File: config.mk
export PLATFORM = sky130hd
export DESIGN_NAME = cu_ifetch_prefetch
export DESIGN_NICKNAME = d
export VERILOG_FILES = /design/src/rtl/cu_ifetch_prefetch.sv
export SDC_FILE = /design/constraint.sdc
export NUM_CORES = 1
export LEC_CHECK = 0
export CAP_MARGIN = 10
export CELL_PAD_IN_SITES_DETAIL_PLACEMENT = 2
export CELL_PAD_IN_SITES_GLOBAL_PLACEMENT = 2
export CORE_MARGIN = 2
export CORE_UTILIZATION = 33
export DETAILED_ROUTE_END_ITERATION = 8
export GPL_TIMING_DRIVEN = 0
export PLACE_DENSITY_LB_ADDON = 0.1
export SLEW_MARGIN = 20
export SYNTH_ARGS = -nofsm -noshare
export SYNTH_HDL_FRONTEND = slang
export SYNTH_SLANG_ARGS = --single-unit
File: constraint.sdc
create_clock -name clk -period 4.3 [get_ports clk]
set_clock_uncertainty 0.15 [all_clocks]
set_input_delay 0.43 -clock clk [delete_from_list [all_inputs] [get_ports clk]]
set_output_delay 0.43 -clock clk [all_outputs]
set_load 0.02 [all_outputs]
File: src/rtl/cu_ifetch_prefetch.sv
// cu_ifetch_prefetch
//   Instruction prefetch buffer between the CU core fetch port and the
//   instruction memory read port. While running it streams sequential words
//   (byte address step 4) ahead of the core into a small FIFO. A core fetch
//   that matches the expected next address is served from the FIFO head. Any
//   other fetch redirects the stream and discards data still in flight.
//
// Parameters
//   DEPTH  FIFO entries and max outstanding memory reads (power of 2, >= 2)
//   AW     fetch address width
//   DW     instruction word width
//
// Ports
//   clk, rst             clock, synchronous active-high reset
//   flush_i              drop buffer and in-flight data, go idle
//   core_fetch_req/addr  core fetch request and byte address
//   core_fetch_gnt       fetch accepted this cycle (combinational)
//   core_fetch_r_valid/r_data   returned word, one cycle after gnt
//   mem_req/mem_addr     memory read request and address
//   mem_gnt              memory accepted mem_req this cycle
//   mem_r_valid/r_data   in-order read data from memory
//   perf_hit_cnt/perf_miss_cnt  served-fetch / redirect counters
//
// Build option
//   CU_IFETCH_PERF_EN    when defined, the perf counters are implemented
//                        (16-bit, saturating). Otherwise both ports are 0.
module cu_ifetch_prefetch #(
    parameter int DEPTH = 4,
    parameter int AW    = 19,
    parameter int DW    = 32
) (
    input  logic          clk,
    input  logic          rst,
    input  logic          flush_i,
    input  logic          core_fetch_req,
    input  logic [AW-1:0] core_fetch_addr,
    output logic          core_fetch_gnt,
    output logic [DW-1:0] core_fetch_r_data,
    output logic          core_fetch_r_valid,
    output logic          mem_req,
    output logic [AW-1:0] mem_addr,
    input  logic          mem_gnt,
    input  logic [DW-1:0] mem_r_data,
    input  logic          mem_r_valid,
    output logic [15:0]   perf_hit_cnt,
    output logic [15:0]   perf_miss_cnt
);

    localparam int PW = $clog2(DEPTH);
    localparam int CW = PW + 1;
    localparam logic [AW-1:0] ADDR_STEP = AW'(4);
    localparam logic [CW:0]   DEPTH_L   = (CW+1)'(DEPTH);

    typedef enum logic {IDLE, RUN} state_t;

    state_t        state_reg, state_next;
    logic [AW-1:0] pf_addr_reg, pf_addr_next;
    logic [AW-1:0] exp_addr_reg, exp_addr_next;
    logic [CW-1:0] fifo_cnt_reg, fifo_cnt_next;
    logic [CW-1:0] out_cnt_reg, out_cnt_next;
    logic [CW-1:0] drop_cnt_reg, drop_cnt_next;
    logic [PW-1:0] wr_ptr_reg, wr_ptr_next;
    logic [PW-1:0] rd_ptr_reg, rd_ptr_next;
    logic [DW-1:0] fifo_mem [DEPTH];
    logic [DW-1:0] r_data_reg;
    logic          r_valid_reg;

    logic          miss, redirect, hit, mem_req_int, mem_fire;
    logic          push, rsp_drop, rsp_any;
    logic [CW:0]   fill_sum, fly_sum;

    // flush_i overrides any core request in the same cycle.
    assign miss     = !flush_i && core_fetch_req &&
                      (state_reg == IDLE || core_fetch_addr != exp_addr_reg);
    assign redirect = flush_i || miss;
    assign hit      = !flush_i && core_fetch_req && state_reg == RUN &&
                      core_fetch_addr == exp_addr_reg && fifo_cnt_reg != '0;

    // Buffer room counts words still in flight; outstanding limit includes
    // the responses that will be thrown away.
    assign fill_sum    = {1'b0, fifo_cnt_reg} + {1'b0, out_cnt_reg};
    assign fly_sum     = {1'b0, out_cnt_reg} + {1'b0, drop_cnt_reg};
    assign mem_req_int = state_reg == RUN && !redirect &&
                         fill_sum < DEPTH_L && fly_sum < DEPTH_L;
    assign mem_fire    = mem_req_int && mem_gnt;

    // A response with nothing outstanding (a request granted before reset)
    // is ignored so the counters cannot wrap.
    assign rsp_any  = mem_r_valid && (drop_cnt_reg != '0 || out_cnt_reg != '0);
    assign rsp_drop = mem_r_valid && drop_cnt_reg != '0;
    assign push     = mem_r_valid && !redirect && drop_cnt_reg == '0 &&
                      out_cnt_reg != '0;

    always_comb begin
        state_next    = state_reg;
        pf_addr_next  = pf_addr_reg;
        exp_addr_next = exp_addr_reg;
        fifo_cnt_next = fifo_cnt_reg;
        out_cnt_next  = out_cnt_reg;
        drop_cnt_next = drop_cnt_reg;
        wr_ptr_next   = wr_ptr_reg;
        rd_ptr_next   = rd_ptr_reg;
        if (redirect) begin
            // Everything still in flight becomes junk; a response arriving in
            // this very cycle is part of it and is consumed right away.
            fifo_cnt_next = '0;
            wr_ptr_next   = '0;
            rd_ptr_next   = '0;
            out_cnt_next  = '0;
            drop_cnt_next = drop_cnt_reg + out_cnt_reg - CW'(rsp_any);
            if (miss) begin
                state_next    = RUN;
                pf_addr_next  = core_fetch_addr;
                exp_addr_next = core_fetch_addr;
            end else begin
                state_next = IDLE;
            end
        end else begin
            drop_cnt_next = drop_cnt_reg - CW'(rsp_drop);
            out_cnt_next  = out_cnt_reg + CW'(mem_fire) - CW'(push);
            fifo_cnt_next = fifo_cnt_reg + CW'(push) - CW'(hit);
            wr_ptr_next   = wr_ptr_reg + PW'(push);
            rd_ptr_next   = rd_ptr_reg + PW'(hit);
            if (hit) begin
                exp_addr_next = exp_addr_reg + ADDR_STEP;
            end
            if (mem_fire) begin
                pf_addr_next = pf_addr_reg + ADDR_STEP;
            end
        end
    end

    always_ff @(posedge clk) begin
        if (rst) begin
            state_reg    <= IDLE;
            pf_addr_reg  <= '0;
            exp_addr_reg <= '0;
            fifo_cnt_reg <= '0;
            out_cnt_reg  <= '0;
            drop_cnt_reg <= '0;
            wr_ptr_reg   <= '0;
            rd_ptr_reg   <= '0;
            r_valid_reg  <= 1'b0;
            r_data_reg   <= '0;
        end else begin
            state_reg    <= state_next;
            pf_addr_reg  <= pf_addr_next;
            exp_addr_reg <= exp_addr_next;
            fifo_cnt_reg <= fifo_cnt_next;
            out_cnt_reg  <= out_cnt_next;
            drop_cnt_reg <= drop_cnt_next;
            wr_ptr_reg   <= wr_ptr_next;
            rd_ptr_reg   <= rd_ptr_next;
            r_valid_reg  <= hit;
            if (hit) begin
                r_data_reg <= fifo_mem[rd_ptr_reg];
            end
        end
    end

    // Storage array kept free of reset so it maps onto RAM.
    always_ff @(posedge clk) begin
        if (push) begin
            fifo_mem[wr_ptr_reg] <= mem_r_data;
        end
    end

    assign core_fetch_gnt     = hit;
    assign core_fetch_r_valid = r_valid_reg;
    assign core_fetch_r_data  = r_data_reg;
    assign mem_req            = mem_req_int;
    assign mem_addr           = pf_addr_reg;

`ifdef CU_IFETCH_PERF_EN
    logic [15:0] perf_hit_reg, perf_miss_reg;

    always_ff @(posedge clk) begin
        if (rst) begin
            perf_hit_reg  <= '0;
            perf_miss_reg <= '0;
        end else begin
            if (hit && perf_hit_reg != 16'hFFFF) begin
                perf_hit_reg <= perf_hit_reg + 16'd1;
            end
            if (miss && perf_miss_reg != 16'hFFFF) begin
                perf_miss_reg <= perf_miss_reg + 16'd1;
            end
        end
    end

    assign perf_hit_cnt  = perf_hit_reg;
    assign perf_miss_cnt = perf_miss_reg;
`else
    assign perf_hit_cnt  = '0;
    assign perf_miss_cnt = '0;
`endif

endmodule

==> results of run 1 <==
path summary, 6_finish.rpt:
kind                                         endpoint  slack (ns)             startpoint  depth (start not counted)
worst max-delay path                   core_fetch_gnt        0.14    core_fetch_addr[17]                          9
worst min-delay path            core_fetch_r_data[22]        0.31  core_fetch_r_data[22]                          2
worst max register to register         out_cnt_reg[2]        0.36       exp_addr_reg[13]                         13
worst min register to register  core_fetch_r_data[22]        0.31  core_fetch_r_data[22]                          2
cell type report:
cell class              instances  share of cell area (%)
inverters                      16                   0.491
multi-input cells             507                    29.6
flip-flops and latches        211                    45.0
repair buffers                119                    10.2
plain buffers                  80                    3.95
well taps                     384                    3.93
clock inverters                12                    1.32
clock buffers                  33                    5.53
cell usage after synthesis (12+ instances only):
library cell | count | area [um^2]
inv_1 | 14 | 52.6
nor3_1 | 19 | 95.1
buf_4 | 39 | 293
dfxtp_1 | 83 | 1660
edfxtp_1 | 128 | 3840
ha_1 | 17 | 213
nand3_1 | 26 | 130
nor2_1 | 31 | 116
a21oi_1 | 47 | 235
o21ai_0 | 12 | 60.1
and2_1 | 12 | 75.1
a31oi_1 | 21 | 131
clkbuf_1 | 25 | 93.8
mux4_2 | 32 | 721
nand2_1 | 101 | 379
xor2_1 | 18 | 158
metal layers:
| metal | vias to the layer above | GRT usage (%) | wire length [um] |
|---|---|---|---|
| li1 | 3221 | - | - |
| met1 | 3643 | 25.6 | 13000 |
| met2 | 195 | 36.3 | 15700 |
| met3 | 53 | 3.42 | 1420 |
| met4 | 0 | 4.83 | 694 |
| met5 | - | 0 | 0 |
cell families after synthesis:
group                      after synthesis  share of synthesized area, %
buffers and inverters                   96                          5.68
and+or+nand+nor                        256                          13.7
AOI/OAI and AO/OA                      135                          9.28
other                                    1                        0.0394
DFF                                    211                          57.9
muxes                                   36                          8.00
adders and majority gates               20                          2.87
xor gates and xnor gates                28                          2.58
power by group through the flow:
stage	registers [mW]	logic [mW]	clock network, mW
floorplan	2.25	0.248	0
global placement	2.25	0.419	0
CTS	2.21	0.442	2.23
global route	2.22	0.478	2.31
finish	2.21	0.443	2.19
detailed placement	2.25	0.437	0
stage by stage:
step / setup TNS [ns] / hold slack (ns)
final: 0 / 0.308
after global routing: 0 / 0.336
after CTS: 0 / 0.314
after detailed placement: -0.705 / 0.306
after global placement: -154.66 / 0.298
after floorplan: 0 / 0.311
what timing repair did:
item	CTS	global route
hold buffers	0	0
buffers inserted	0	0
setup endpoints to repair	0	1
gates resized for setup	0	1
critical path, cell delays in order:
cell	delay [ns]
clkdlybuf4s50_1	0.55
xor2_1	0.22
nor4_2	0.49
and3_1	0.24
buf_4	0.19
nand3_2	0.16
clkinv_1	0.30
clkbuf_4	0.33
clkdlybuf4s50_1	0.65
==> out/qor.csv, run 1 <==
metric,value,unit
outcome,completed,
Pwr Total,4.84,mW
CTS Buf Count,25,
Lkg Pwr,4.09,nW
Cell Int Power,3.66,mW
Seq cells post-synth,211,
# clock sinks,211,
post-synthesis sequential area ratio,57.9,%
ys flop type,edfxtp_1,
diode count,0,
gpl congestion,0.852,
initial antenna violation count,0,
worst rel slew slack,37.1,%
total number of vias,7112,
syn_area_per_cell,12.2,um^2
synth warn,0,
RSZ-0062 raised after global routing,no,
Tmin final,4.16,ns
"commonest non-fill, non-tap cell in the layout",edfxtp_1,
placed cells,1317,
worst skew pair latency,0.55,ns
Placed Instance Area,0.0114,mm^2
final hold vios,0,
Final Max Slew Viols,0,
number of distinct library cells after synthesis,68,
Layout area overhead,28.5,%
Max VDD drop,0.311,mV
FP Rows,62,
fmax,241,MHz
via density per instance,5.22,
most frequent cells in the layout,"edfxtp_1 (128), clkdlybuf4s50_1 (110), nand2_1 (101), dfxtp_1 (83), a21oi_1 (47)",
"Cell Count, Final, Fillers Out",1362,
H-tree Lvls,1,
Post-synth ARST share,0,%
PwrDens,396,mW/mm^2
first-pass GRT wire length,47400,um
critical-path maximum fanout,12,
Clk network pwr share,45.2,%
io pins,143,
Tot GR Track Use,20.3,%
die area,0.0302,mm^2
DRT iter0 DRCs,356,
Post-DRT Antenna Nets,0,
Setup WS post-layout,0.143,ns
Post-Synthesis Cells,783,
Worst Hold Class,flip-flop to flip-flop,
CTS tree,done,
# nets final,1037,
final instance area,0.0122,mm^2
DRT Pass-1 Iters,5,
Sw Ratio,24.5,%
period utilisation layout,96.7,%
Post-Place Setup Slack,-0.332,ns
final setup fails,0,
layout cells sized above 1,15.3,%
WL/cell,22.6,um
Starting Density,33.3,%
die height,174,um
worst slew pin tran,0.944,ns
sw power,1.18,mW
die width,174,um
I/O Buffers,110,
clk root buf,clkbuf_16,
total core area,0.0285,mm^2
Final Util,42.8,%
Filler cells,2953,
area of the multi-input gates,0.00361,mm^2
CP Capture Type,output pin,
vias in the first global route,7905,
largest net degree at the start of global routing,21,
grt ovf,0,
kind of critical path,input port to output pin,
DP HPWL,22000,um
Reg with most FFs,fifo_mem,
Flop pwr share,45.7,%
clock slew at reported path FFs,0.06,ns
Worst Path Required,3.72,ns
Max-cap violations,0,
Worst Setup Start Kind,input port,
Remaining DRCs,0,
flip-flop and latch area,0.00551,mm^2
Combinational Power Share,9.1,%
Post-synth EDFFs,128,
number of flip-flops in the largest register,128,
Mapped Area,0.00951,mm^2
crit path DAT,3.58,ns
routed wire length,30800,um
CTS max path bufs,3,
No activity file was read; power rests on OpenSTA's default activity.
==> run 2: changes to the inputs <==
--- a/config.mk
+++ b/config.mk
@@ -13,7 +13,6 @@
 export DETAILED_ROUTE_END_ITERATION = 8
 export GPL_TIMING_DRIVEN = 0
 export PLACE_DENSITY_LB_ADDON = 0.1
-export SLEW_MARGIN = 20
 export SYNTH_ARGS = -nofsm -noshare
 export SYNTH_HDL_FRONTEND = slang
 export SYNTH_SLANG_ARGS = --single-unit
==> run 2 against run 1 <==
Hold slack is essentially flat. First-iteration DRC count down 9.0%. Clock power up 7%. Die area unchanged. Maximum frequency up 1.7%. Core utilization increased by 0.36 points. Cell area up 0.85%. Largest cell class unchanged. Highest routed layer unchanged.
==> out/qor.csv, run 2 (synthesized netlist as in run 1, its figures left out) <==
metric,value,unit,change
outcome,completed,,
die width,174,um,unchanged
WL/cell,23.0,um,+1.6%
via density per instance,5.22,,about the same
CP Capture Type,output pin,,
grt ovf,0,,unchanged
Tot GR Track Use,20.7,%,+0.42 points
layout cells sized above 1,14.8,%,-0.51 points
routed wire length,31300,um,+1.6%
worst rel slew slack,40.1,%,+3.0 points
Reg with most FFs,fifo_mem,,
final hold vios,0,,unchanged
Reg-to-Reg Start,exp_addr_reg[17],,
first-pass GRT wire length,48100,um,+1.5%
Worst Setup Start Kind,input port,,
number of flip-flops in the largest register,128,,unchanged
final setup fails,0,,unchanged
# nets final,1036,,-0.096%
Max-cap violations,0,,unchanged
Worst Path Required,3.72,ns,about the same
diode count,0,,unchanged
DP HPWL,22000,um,+0.28%
placed cells,1315,,-0.15%
Post-CTS Hold Fix Bufs,0,,unchanged
Max VDD drop,0.316,mV,+1.4%
I/O Buffers,110,,unchanged
# clock sinks,211,,unchanged
Remaining DRCs,0,,unchanged
DRT Pass-1 Iters,5,,unchanged
FP Rows,62,,unchanged
most frequent cells in the layout,"edfxtp_1 (128), clkdlybuf4s50_1 (110), nand2_1 (101), dfxtp_1 (83), a21oi_1 (47)",,
kind of critical path,input port to output pin,,
PwrDens,405,mW/mm^2,+2.2%
CTS Buf Count,25,,unchanged
CTS tree,done,,
worst slew pin tran,0.899,ns,-0.0449 ns
CTS max path bufs,3,,unchanged
total core area,0.0285,mm^2,unchanged
largest net degree at the start of global routing,21,,unchanged
Lkg Pwr,4.14,nW,+1.1%
setup TNS,0,ns,unchanged
period utilisation layout,95.0,%,-1.7 points
Worst Hold Class,flip-flop to flip-flop,,
Post-DRT Antenna Nets,0,,unchanged
io pins,143,,unchanged
crit path DAT,3.51,ns,-0.07 ns
Starting Density,33.3,%,unchanged
die area,0.0302,mm^2,unchanged
Final Max Slew Viols,0,,unchanged
gpl congestion,0.852,,unchanged
vias in the first global route,7920,,+0.19%
fmax,245,MHz,+1.7%
worst skew pair latency,0.54,ns,about the same
H-tree Lvls,1,,unchanged
die height,174,um,unchanged
Tmin final,4.09,ns,-0.0710 ns
critical-path maximum fanout,12,,unchanged
total number of vias,7108,,-0.056%
RSZ-0062 raised after global routing,no,,
Layout area overhead,29.6,%,
DRT iter0 DRCs,324,,-9.0%
initial antenna violation count,0,,unchanged
"commonest non-fill, non-tap cell in the layout",edfxtp_1,,
clk root buf,clkbuf_16,,
clock slew at reported path FFs,0.06,ns,about the same
Hold Path Origin,core_fetch_r_data[15],,
Setup crit start,core_fetch_addr[17],,
"Cell Count, Final, Fillers Out",1362,,unchanged
## run 2: cell count changes in the layout (fill, tap and decap cells not counted), sizes merged
cell | before | now
clkinv | 6 | 11
bufinv | 3 | 6
inv | 16 | 17
clkinvlp | 3 | 0
clkbuf | 59 | 55
buf | 63 | 61
## run 2: area by class of cell
class,count,area [um^2]
Clock buffer,28,647
Timing Repair Buffer,118,1290
Tap cell,384,480
Sequential cell,211,5510
Clock inverter,18,249
Inverter,16,60.1
Multi-Input combinational cell,507,3610
Fill cell,2941,16200
Buffer,80,483
## run 2: per-layer routing
| layer | GRT usage (%) | vias up | routed length (um) |
|---|---|---|---|
| met2 | 37.0 | 167 | 15900 |
| met3 | 3.38 | 42 | 1320 |
| met5 | 0 | - | 0 |
| met1 | 25.8 | 3669 | 13400 |
| li1 | - | 3230 | - |
| met4 | 5.88 | 0 | 739 |
## run 2: worst max-delay path, stage by stage
cell	delay, ns
clkdlybuf4s50_1	0.54
xor2_1	0.21
nor4_2	0.47
and3_1	0.24
buf_4	0.18
nand3_2	0.16
clkinv_1	0.28
clkbuf_4	0.33
clkdlybuf4s50_1	0.65
## run 2: timing repair
item                                    CTS  global route
resized for setup                         0             1
setup buffers                             0             0
endpoints found under the setup margin    0             1
## run 2: path summary, 6_finish.rpt
path                           endpoint  slack, ns  depth (start not counted)
setup / recovery         core_fetch_gnt       0.21                          9
hold / removal    core_fetch_r_data[15]       0.31                          2
setup reg to reg         out_cnt_reg[2]       0.36                         13
hold reg to reg   core_fetch_r_data[15]       0.31                          2
## run 2: per-stage QoR
step	setup slack [ns]	hold slack, ns	area [um^2]	power (mW)	util, %
4_1_cts	0.0255	0.316	12300	5.03	43.1
3_5_place_dp	-0.316	0.306	11400	2.69	40.0
6_report	0.214	0.308	12300	4.99	43.2
5_1_grt	0.0554	0.335	12300	5.15	43.2
3_3_place_gp	-1.45	0.298	11200	2.67	39.3
2_1_floorplan	0.641	0.311	9640	2.50	-
## run 2: report_power, final
part / switching, mW / internal [mW] / total [mW] / leakage, nW
logic: 0.250 / 0.193 / 0.443 / 1.88
clock network: 0.891 / 1.44 / 2.34 / 0.437
registers: 0.0411 / 2.17 / 2.21 / 1.82
total: 1.18 / 3.81 / 4.99 / 4.14
==> run 3: changes to the inputs <==
--- a/config.mk
+++ b/config.mk
@@ -10,6 +10,7 @@
 export CELL_PAD_IN_SITES_GLOBAL_PLACEMENT = 2
 export CORE_MARGIN = 2
 export CORE_UTILIZATION = 33
+export CTS_CLUSTER_SIZE = 24
 export DETAILED_ROUTE_END_ITERATION = 8
 export GPL_TIMING_DRIVEN = 0
 export PLACE_DENSITY_LB_ADDON = 0.1
==> run 3 against run 2 <==
Cell count stayed put. Clock-buffer cell count stayed put. Non-clock buffer count stayed put. Cell area is 0.39% lower. Sequential share of layout area is 0.17 points higher. Power is 2.5% lower. Setup slack worse by 0.042 ns. Hold slack hardly changed. Wire length is 0.30% lower. Critical endpoint unchanged. Largest cell class unchanged. Highest routed layer unchanged.
==> out/qor.csv, run 3 (synthesized netlist as in run 1, its figures left out) <==
metric,value,unit,change
outcome,completed,,
Tmin final,4.13,ns,+0.0423 ns
CP Capture Type,output pin,,
Flop pwr share,45.4,%,+1.1 points
H-tree Lvls,1,,unchanged
Max-cap violations,0,,unchanged
number of flip-flops in the largest register,128,,unchanged
Worst Path Required,3.72,ns,about the same
routed wire length,31200,um,-0.30%
worst skew pair latency,0.54,ns,about the same
Cell Int Power,3.69,mW,-3.1%
Post-CTS Hold Fix Bufs,0,,unchanged
die height,174,um,unchanged
WL/cell,22.9,um,-0.30%
worst rel slew slack,41.2,%,+1.1 points
Final Max Slew Viols,0,,unchanged
Worst Hold Class,flip-flop to flip-flop,,
die width,174,um,unchanged
DRT Pass-1 Iters,4,,-1
kind of critical path,input port to output pin,,
Tot GR Track Use,20.7,%,-0.021 points
total core area,0.0285,mm^2,unchanged
Filler cells,2943,,+0.068%
Crit-path slowest cell,clkdlybuf4s50_1,,
initial antenna violation count,0,,unchanged
clock slew at reported path FFs,0.06,ns,about the same
crit path DAT,3.55,ns,+0.04 ns
I/O Buffers,110,,unchanged
CP Cell Sequence,clkdlybuf4s50_1 -> xor2_1 -> nor4_2 -> and3_1 -> buf_4 -> nand3_2 -> clkinv_1 -> clkbuf_4 -> clkdlybuf4s50_1,,
Layout area overhead,29.1,%,
Final Util,43.0,%,-0.17 points
first-pass GRT wire length,48000,um,-0.23%
cell repeated most along the worst path,clkdlybuf4s50_1,,
period utilisation layout,96.0,%,+0.98 points
worst hold margin,0.308,ns,+0.0000110 ns
worst slew pin tran,0.883,ns,-0.0160 ns
critical path's top delay family,buffers and inverters,,
CTS Buf Count,25,,unchanged
Lkg Pwr,4.11,nW,-0.59%
gpl congestion,0.852,,unchanged
CP Buf/Inv Count,5,,unchanged
largest net degree at the start of global routing,21,,unchanged
Post-DRT Antenna Nets,0,,unchanged
vias in the first global route,7923,,+0.038%
Max VDD drop,0.265,mV,-16%
RSZ-0062 raised after global routing,no,,
CTS tree,done,,
DRT iter0 DRCs,361,,+11%
Clk network pwr share,45.5,%,-1.3 points
io pins,143,,unchanged
Reg with most FFs,fifo_mem,,
CP peak stage delay,0.65,ns,about the same
diode count,0,,unchanged
DP HPWL,22000,um,unchanged
Sw Ratio,24.2,%,+0.51 points
FP Rows,62,,unchanged
most frequent cells in the layout,"edfxtp_1 (128), clkdlybuf4s50_1 (110), nand2_1 (101), dfxtp_1 (83), a21oi_1 (47)",,
die area,0.0302,mm^2,unchanged
# clock sinks,211,,unchanged
# nets final,1036,,unchanged
"commonest non-fill, non-tap cell in the layout",edfxtp_1,,
total number of vias,7110,,+0.028%
grt ovf,0,,unchanged
Combinational Power Share,9.1,%,+0.2 points
critical-path maximum fanout,12,,unchanged
PwrDens,396,mW/mm^2,-2.1%
Worst Setup Start Kind,input port,,
fmax,242,MHz,-1.0%
final setup fails,0,,unchanged
layout cells sized above 1,14.8,%,unchanged
Starting Density,33.3,%,unchanged
final hold vios,0,,unchanged
Remaining DRCs,0,,unchanged
sw power,1.18,mW,-0.39%
clk root buf,clkbuf_16,,
via density per instance,5.22,,about the same
CTS max path bufs,3,,unchanged
run 3: worst paths after layout:
path | from | endpoint | slack (ns) | cells past startpoint
hold / removal | core_fetch_r_data[15] | core_fetch_r_data[15] | 0.31 | 2
setup / recovery | core_fetch_addr[17] | core_fetch_gnt | 0.17 | 9
hold reg to reg | core_fetch_r_data[15] | core_fetch_r_data[15] | 0.31 | 2
setup reg to reg | exp_addr_reg[17] | out_cnt_reg[2] | 0.36 | 13
run 3: metal layers:
metal	track usage [%]	up-vias	wire length [um]
met5	0	-	0
met4	5.92	0	737
met3	3.66	44	1410
met2	36.9	169	15800
met1	25.7	3673	13200
li1	-	3224	-
run 3: repair_timing:
item | in CTS | in global routing
setup endpoints to repair | 0 | 1
setup buffers | 0 | 0
resized for setup | 0 | 1
hold endpoints to repair | 0 | 0
run 3: cell type report:
class | count | area (um^2) | area share, %
clock buffers | 28 | 647 | 5.27
well taps | 384 | 480 | 3.91
multi-input cells | 507 | 3610 | 29.4
flip-flops and latches | 211 | 5510 | 44.8
repair buffers | 118 | 1290 | 10.5
plain buffers | 80 | 483 | 3.93
inverters | 16 | 60.1 | 0.489
clock inverters | 18 | 201 | 1.64
run 3: power by group through the flow:
stage / Combinational [mW] / Clock [mW] / Sequential [mW]
3_5_place_dp: 0.438 / 0 / 2.25
4_1_cts: 0.442 / 2.26 / 2.21
2_1_floorplan: 0.248 / 0 / 2.25
5_1_grt: 0.480 / 2.34 / 2.22
3_3_place_gp: 0.419 / 0 / 2.25
6_report: 0.443 / 2.21 / 2.21
run 3: worst min-delay path, stage by stage (launching register included):
cell and delay [ns]:
dfxtp_1 0.31, nand2_1 0.05, a21oi_1 0.05
run 3: through the flow:
stage	setup TNS (ns)	worst slack, ns	area (um^2)	total power [mW]	cells
detailed placement	-0.566	-0.316	11400	2.69	1315
global placement	-154.66	-1.45	11200	2.67	1308
CTS	0	0.0177	12300	4.92	1361
global route	0	0.0497	12300	5.04	1362
finish	0	0.172	12300	4.87	1362
floorplan	0	0.641	9640	2.50	814
